**src/rtl/alu_cmd_issuer.sv**
```systemverilog
// alu_cmd_issuer: issues one command at a time to an external combinational ALU and queues results in a FWFT FIFO.
module alu_cmd_issuer #(
  parameter int DEPTH = 4,
  parameter int TAG_W = 4
) (
  input  logic             clk,
  input  logic             rst,
  input  logic             cmd_valid,
  output logic             cmd_ready,
  input  logic [7:0]       cmd_a,
  input  logic [7:0]       cmd_b,
  input  logic [3:0]       cmd_fn,
  input  logic [TAG_W-1:0] cmd_tag,
  output logic [7:0]       alu_a,
  output logic [7:0]       alu_b,
  output logic [3:0]       alu_fn,
  input  logic [7:0]       alu_z,
  output logic             res_valid,
  input  logic             res_ready,
  output logic [7:0]       res_z,
  output logic [TAG_W-1:0] res_tag,
  output logic [3:0]       res_fn,
  output logic             res_dz,
  output logic [15:0]      op_count
);
  localparam int AW = $clog2(DEPTH);
  localparam int CW = AW + 1;
  localparam int EW = 8 + TAG_W + 5;
  localparam logic [0:0] IDLE = 1'b0;
  localparam logic [0:0] EXEC = 1'b1;
  logic [0:0]       state_q, state_d;
  logic [7:0]       a_q, b_q;
  logic [3:0]       fn_q;
  logic [TAG_W-1:0] tag_q;
  logic [AW-1:0]    wr_q, rd_q;
  logic [CW-1:0]    cnt_q, cnt_d;
  logic [15:0]      ops_q;
  logic             rdy_q, rdy_d;
  logic [EW-1:0]    mem_q [DEPTH];
  logic             accept, push, pop, dz;
  assign accept  = cmd_valid & rdy_q;
  assign push    = state_q == EXEC;
  assign pop     = res_valid & res_ready;
  assign dz      = fn_q == 4'b0011 && b_q == 8'd0;
  assign state_d = accept ? EXEC : IDLE;
  assign cnt_d   = cnt_q + CW'(push) - CW'(pop);
  // ready is registered from next state so it never depends on cmd_valid combinationally
  assign rdy_d   = state_d == IDLE && cnt_d < CW'(DEPTH);
  assign cmd_ready = rdy_q;
  assign alu_a     = a_q;
  assign alu_b     = b_q;
  assign alu_fn    = fn_q;
  assign op_count  = ops_q;
  assign res_valid = cnt_q != '0;
  assign {res_z, res_tag, res_fn, res_dz} = res_valid ? mem_q[rd_q] : '0;
  always_ff @(posedge clk or posedge rst) begin
    if (rst) begin
      state_q <= IDLE;
      rdy_q   <= 1'b0;
      a_q     <= '0;
      b_q     <= '0;
      fn_q    <= '0;
      tag_q   <= '0;
      wr_q    <= '0;
      rd_q    <= '0;
      cnt_q   <= '0;
      ops_q   <= '0;
    end else begin
      state_q <= state_d;
      rdy_q   <= rdy_d;
      cnt_q   <= cnt_d;
      if (accept) begin
        a_q   <= cmd_a;
        b_q   <= cmd_b;
        fn_q  <= cmd_fn;
        tag_q <= cmd_tag;
      end
      if (push) begin
        wr_q  <= wr_q + AW'(1);
        ops_q <= ops_q + 16'd1;
      end
      if (pop) rd_q <= rd_q + AW'(1);
    end
  end
  // storage needs no reset: outputs are gated by res_valid and the count is flushed
  always_ff @(posedge clk) begin
    if (push && !rst) mem_q[wr_q] <= {alu_z, tag_q, fn_q, dz};
  end
endmodule

```
**config.mk**
```make
export PLATFORM = sky130hd
export DESIGN_NAME = alu_cmd_issuer
export DESIGN_NICKNAME = d
export VERILOG_FILES = /design/src/rtl/alu_cmd_issuer.sv
export SDC_FILE = /design/constraint.sdc
export NUM_CORES = 1
export LEC_CHECK = 0
export BUFFER_PORTS_ARGS = -buffer_cell sky130_fd_sc_hd__buf_2
export CORE_MARGIN = 5
export CORE_UTILIZATION = 30
export CTS_CLUSTER_SIZE = 10
export DETAILED_ROUTE_END_ITERATION = 8
export HOLD_SLACK_MARGIN = 0.1
export PLACE_DENSITY_LB_ADDON = 0.25
export SKIP_CTS_REPAIR_TIMING = 1
export SLEW_MARGIN = 40
export SYNTH_ARGS = -nofsm -noshare
export SYNTH_HDL_FRONTEND = slang
export SYNTH_SLANG_ARGS = --single-unit
```
**constraint.sdc**
```tcl
create_clock -name clk -period 2.5 [get_ports clk]
set_input_delay 0.5 -clock clk [delete_from_list [all_inputs] [get_ports clk]]
set_output_delay 0.5 -clock clk [all_outputs]
set_load 0.005 [all_outputs]
```
==> summary.txt, run 1 <==
Non-Filler Instances: 603
Critical Path AT: 1.88 ns
vias: 2,588
GRT Util Overall: 10.9%
fin. max-slew vios: 0
Die Area: 0.0182 mm²
endpoints failing setup: 0
P per Cell Area: 1180 mW/mm²
nature of the critical path startpoint: flop
Setup CP Type: reg -> out
initial antenna violation count: 0
DR vias/cell: 4.29
Placement Rows: 45
die height: 135 µm
fin area: 0.00611 mm²
global placer's final weighted congestion: 0.756
Syn Inst Count: 262
Max IR drop VDD: 0.542 mV
hold_sp: alu_z[4]
Yosys cell types: 28
top fanout value on the critical path: 13
nets: 423
Initial Util: 30.7%
Pleak: 0.00258 µW
Final Cycle Share: 95.1%
Netlist Area Pre-Place: 0.00469 mm²
Area Growth Syn to Fin: 30.2%
core area: 0.0153 mm²
Total Routed Length: 9.42 mm
largest net degree at the start of global routing: 31
drt initial violations: 85
Post-DRT Antenna Nets: 0
Hold EP: mem_q[3][13]
WP data required: 2.00 ns
post-route setup TNS: 0 ns
H-Tree Depth: 4
RSZ-0062 raised after global routing: no
hold_ws: 0.308 ns
flop2flop setup slack: 0.15 ns
clk slew on worst S/H paths: 0.05 ns
Final min period: 2.38 ns
DP Area: 0.00545 mm²
Die X-Extent: 135 µm
number of global-route vias before repair: 2,814
fill count: 1,426
maxcap violations: 0
Num CTS Buffers: 17
GR Overflow Total: 0
final setup margin: 0.123 ns
most frequent cells in the layout: buf_2, edfxtp_1, dfrtp_1, mux2_2, and2_1
mean area per synthesized cell: 17.9 µm²
buffers added on ports: 90
Seq/Total Area, Yosys: 69.7%
drt pass-1 iters: 5
RR Startpoint: cnt_q[2]
R2R cell count: 9
Hold Crit Class: in -> reg
placed instance count: 568
end of the worst register-to-register path: cmd_ready
worst skew pair latency: 0.41 ns
flops & latches, synth: 117
Peak Freq: 421 MHz
syn nets: 306
Worst Setup SP: rd_q[0]
drt wl/cell: 15.6 µm
commonest non-fill, non-tap cell in the layout: buf_2
Root Driver: clkbuf_16
status: finished clean
hpwl dp: 6.19 mm
clock tree sinks: 117
Clock Tree Buf Depth: 2
crit end category: output port
worst clock skew: 0.00874 ns
DRC errors left: 0
max_slew headroom: 74.0%
Tightest Pin Transition: 0.390 ns
fraction of layout cells with a size suffix above 1: 44.9%
Fin. Hold Viols: 0
Hold Crit Depth: 1
TritonCTS clock tree: built
pre-CTS WS: 0.132 ns
antenna cells: 0
synth warn: 0
first-pass GRT wire length: 15.1 mm
Top Ports: 91
## worst max-delay path by stage
stage	endpoint	slack (ns)	cells after the start
finish	res_tag[2]	0.12	4
global route	res_dz	0.02	4
CTS	res_tag[2]	0.05	4
detailed placement	cmd_ready	0.13	9
global placement	cmd_ready	0.20	9
floorplan	cmd_ready	0.12	10
## cells by family after synthesis
family / synth area share (%)
compound gates: 0.107
simple gates: 7.28
buf+inv: 2.00
fa+ha+maj: 2.29
xor+xnor: 3.74
mux: 14.9
flops: 69.7
## metrics by stage
step	util (%)	total power (µW)
6_report	40.0	7210
2_1_floorplan	-	3940
3_3_place_gp	35.7	4670
5_1_grt	40.0	7650
4_1_cts	39.8	7290
3_5_place_dp	35.7	4710
## Yosys cell counts
master	number	area share (%)
and3_1	5	0.67
buf_2	5	0.53
xnor2_1	6	1.1
ha_1	7	1.9
dfrtp_1	49	26
inv_1	8	0.64
buf_6	1	0.24
o21ai_0	1	0.11
nor4_1	3	0.40
nor4_2	1	0.27
nand4_4	1	0.45
nand3_1	1	0.11
nand2_1	9	0.72
xor2_1	14	2.6
nor3_1	4	0.43
nor2_1	6	0.48
nand4_1	6	0.80
buf_12	1	0.43
or4_1	1	0.16
mux4_2	8	3.8
edfxtp_1	68	44
mux4_1	9	5.0
nand4_2	1	0.27
and2_1	18	2.4
fa_1	1	0.43
clkbuf_1	2	0.16
or3_1	1	0.13
mux2_2	25	6.0
## registers in the layout, summed over array words and instances, names as in the netlist, 3 cells and up
signal and flops:
alu_b 8, alu_a 8, tag_q 4, alu_fn 4, cnt_q 3, mem_q 68, op_count 16
## worst max-delay path: stages, from the launching register on
cell	delay, ns
dfrtp_1	0.36
buf_6	0.21
mux4_1	0.58
and2_1	0.19
buf_2	0.13
## power by group
group / switching [µW] / internal [µW] / leakage, µW
Combinational: 804 / 1030 / 0.00105
Clock: 856 / 1680 / 0.000307
Sequential: 311 / 2520 / 0.00123
Total: 1970 / 5240 / 0.00258
## layer usage
layer  wire length (µm)  share of wire, %  global-route usage [%]
met5                  0                 0                       0
met4                126               1.3                    4.54
met1               4290                46                    14.1
met3                640               6.8                    4.51
met2               4360                46                    16.3
## cell type report
cell class,count,area [µm²],area share (%)
tap,211,264,4.32
timing repair buffer,107,584,9.57
inverter,8,33.8,0.553
sequential,117,3270,53.5
clock inverter,14,183,2.99
multi-input combinational,128,1340,21.9
clock buffer,18,439,7.19
No activity file was read; power rests on OpenSTA's default activity.
==> run 2: changes to the inputs <==
- ABC_AREA: not set -> 1
- RECOVER_POWER: not set -> 50
==> summary.txt, run 2 <==
status: finished clean
Max IR drop VDD: 0.607 mV (+12%)
commonest non-fill, non-tap cell in the layout: nand2_1
DP Area: 0.00564 mm² (+3.4%)
routed wl met2: 5.47 mm (+25%)
Area Growth Syn to Fin: 25.7%
Yosys cell types: 27 (-3.6%)
syn nets: 511 (+67%)
DRC errors left: 0 (unchanged)
sequential power share: 37.9% (-1.4 points)
Final min period: 2.30 ns (-0.0733 ns)
Critical Path AT: 1.80 ns (-0.08 ns)
nets: 615 (+45%)
drt pass-1 iters: 4 (-1)
first-pass GRT wire length: 18.8 mm (+25%)
Die Area: 0.0191 mm² (+4.9%)
TritonCTS clock tree: built
Netlist Area Pre-Place: 0.00494 mm² (+5.3%)
RSZ-0062 raised after global routing: no
Fin. Hold Viols: 0 (unchanged)
clk slew on worst S/H paths: 0.05 ns (about the same)
vias: 3,515 (+36%)
Initial Util: 30.2% (-0.53 points)
hold_ws: 0.291 ns (-0.0170 ns)
Clock power frac: 34.3% (-0.9 points)
clock tree sinks: 117 (unchanged)
drt wl/cell: 14.2 µm (-9.3%)
met3 wire length: 590 µm (-7.8%)
most frequent cell after synthesis: nand2_1
fin. max-slew vios: 0 (unchanged)
max_slew headroom: 13.2% (-61 points)
antenna cells: 0 (unchanged)
worst skew pair latency: 0.40 ns (about the same)
H-Tree Depth: 4 (unchanged)
top fanout value on the critical path: 15 (+2)
switching power: 2370 µW (+20%)
Gate power share: 27.8% (+2.4 points)
fill count: 1,692 (+19%)
fin area: 0.00621 mm² (+1.6%)
Total Routed Length: 11.4 mm (+21%)
flops & latches, synth: 117 (unchanged)
Setup CP Type: reg -> out
Peak Freq: 434 MHz (+3.2%)
synth top area cells: edfxtp_1, dfrtp_1, nand2_1, nor2_1, o21ai_1
Post-synth top flop: edfxtp_1
P per Cell Area: 1200 mW/mm² (+1.8%)
Internal: 5090 µW (-2.8%)
GR Overflow Total: 0 (unchanged)
M1 WL: 5.17 mm (+20%)
number of global-route vias before repair: 3,588 (+28%)
drt initial violations: 148 (+74%)
buffers added on ports: 90 (unchanged)
Die X-Extent: 138 µm (+2.4%)
fraction of layout cells with a size suffix above 1: 22.6% (-22 points)
Total Power: 7460 µW (+3.5%)
worst clock skew: 0.00948 ns (+0.000736 ns)
mean area per synthesized cell: 10.6 µm² (-41%)
Num CTS Buffers: 17 (unchanged)
Syn Inst Count: 467 (+78%)
post-route setup TNS: 0 ns (unchanged)
die height: 138 µm (+2.4%)
synth warn: 0 (unchanged)
initial antenna violation count: 1 (+1)
GRT Util Overall: 12.5% (+1.5 points)
core area: 0.0163 mm² (+7.1%)
Pleak: 0.00274 µW (+6.1%)
Placement Rows: 47 (+4.4%)
hpwl dp: 7.50 mm (+21%)
Top reg by flops: mem_q
placed instance count: 772 (+36%)
max reg flops: 68 (unchanged)
Top Ports: 91 (unchanged)
global placer's final weighted congestion: 0.786 (+4.0%)
Async S/R FF share, synth: 41.9% (unchanged)
Root Driver: clkbuf_16
Post-synth top cells: nand2_1, nor2_1, edfxtp_1
crit end category: output port
number of synthesized flops with an enable pin: 68 (unchanged)
Seq/Total Area, Yosys: 66.2% (-3.5 points)
share of the synthesized area in the top cell type: 41.3% (-2.2 points)
Non-Filler Instances: 804 (+33%)
Clock Tree Buf Depth: 2 (unchanged)
nature of the critical path startpoint: flop
maxcap violations: 0 (unchanged)
most frequent cells in the layout: nand2_1, nor2_1, buf_2, edfxtp_1, dfrtp_1
endpoints failing setup: 0 (unchanged)
Post-DRT Antenna Nets: 0 (unchanged)
post-synth top area cell: edfxtp_1
Tightest Pin Transition: 1.30 ns (+0.912 ns)
switch share: 31.8% (+4.4 points)
uppermost layer routed: met5
Final Cycle Share: 92.2% (-2.9 points)
WP data required: 2.00 ns (about the same)
DR vias/cell: 4.37 (+1.9%)
largest net degree at the start of global routing: 50 (+61%)
Hold Crit Class: in -> reg
[run 2: changes by cell type after synthesis, moves of 8 or more]
cell / previous run / this run
and2_1: 18 / 0
nand2_1: 9 / 115
mux4_1: 9 / 0
mux2_2: 25 / 0
inv_1: 8 / 24
a21oi_1: 0 / 17
xor2_1: 14 / 6
nor2_1: 6 / 92
o21ai_1: 0 / 31
mux4_2: 8 / 0
[run 2: metrics by stage]
stage / worst slack [ns] / utilization [%]
3_5_place_dp: 0.270 / 34.5
6_report: 0.196 / 38.0
5_1_grt: 0.0417 / 38.0
3_3_place_gp: 0.336 / 34.5
4_1_cts: 0.0505 / 38.3
2_1_floorplan: 0.0774 / -
[run 2: path summary, 6_finish.rpt]
path / from / to / slack [ns] / depth (start not counted)
setup / recovery: rd_q[0] / res_z[2] / 0.20 / 6
hold / removal: cmd_a[5] / alu_a[5] / 0.29 / 3
setup reg to reg: cnt_q[2] / cmd_ready / 0.29 / 11
hold reg to reg: alu_a[0] / alu_a[0] / 0.47 / 2
max in group asynchronous: rst / rd_q[0] / 1.03 / 3
min in group asynchronous: rst / op_count[8] / 0.61 / 3
[run 2: power by group through the flow]
stage          Clock, µW  Sequential [µW]  Combinational, µW
5_1_grt             2700             2900               2390
4_1_cts             2620             2840               2160
2_1_floorplan          0             2790               1370
3_3_place_gp           0             2850               2110
3_5_place_dp           0             2870               2160
6_report            2560             2830               2070
[run 2: cell type report]
type | instances | area [µm²] | share of cell area, %
well taps | 220 | 275 | 4.43
clock buffers | 21 | 440 | 7.10
inverters | 30 | 121 | 1.96
repair buffers | 101 | 517 | 8.32
flip-flops and latches | 117 | 3270 | 52.7
clock inverters | 11 | 181 | 2.92
multi-input cells | 304 | 1400 | 22.6
[run 2: logic make-up (layout without fill, tap and decap cells)]
group / Yosys count / in the layout / share of synthesized area, %
xor+xnor: 11 / 11 / 1.95
flops: 117 / 117 / 66.2
simple gates: 230 / 230 / 19.4
fa+ha+maj: 8 / 8 / 2.18
buf+inv: 46 / 163 / 4.76
compound gates: 55 / 55 / 5.57
[run 2: routing by layer]
metal	up-vias	GRT usage, %
met4	2	4.00
li1	1732	-
met5	-	0
met1	1674	16.0
met2	91	19.8
met3	16	4.39
[run 2: worst max-delay path, cell delays in order, from the launching register on]
cell,delay [ns]
dfrtp_2,0.50
buf_4,0.27
nor2_1,0.07
nor2_1,0.08
o21ai_1,0.07
a21oi_1,0.25
buf_2,0.16
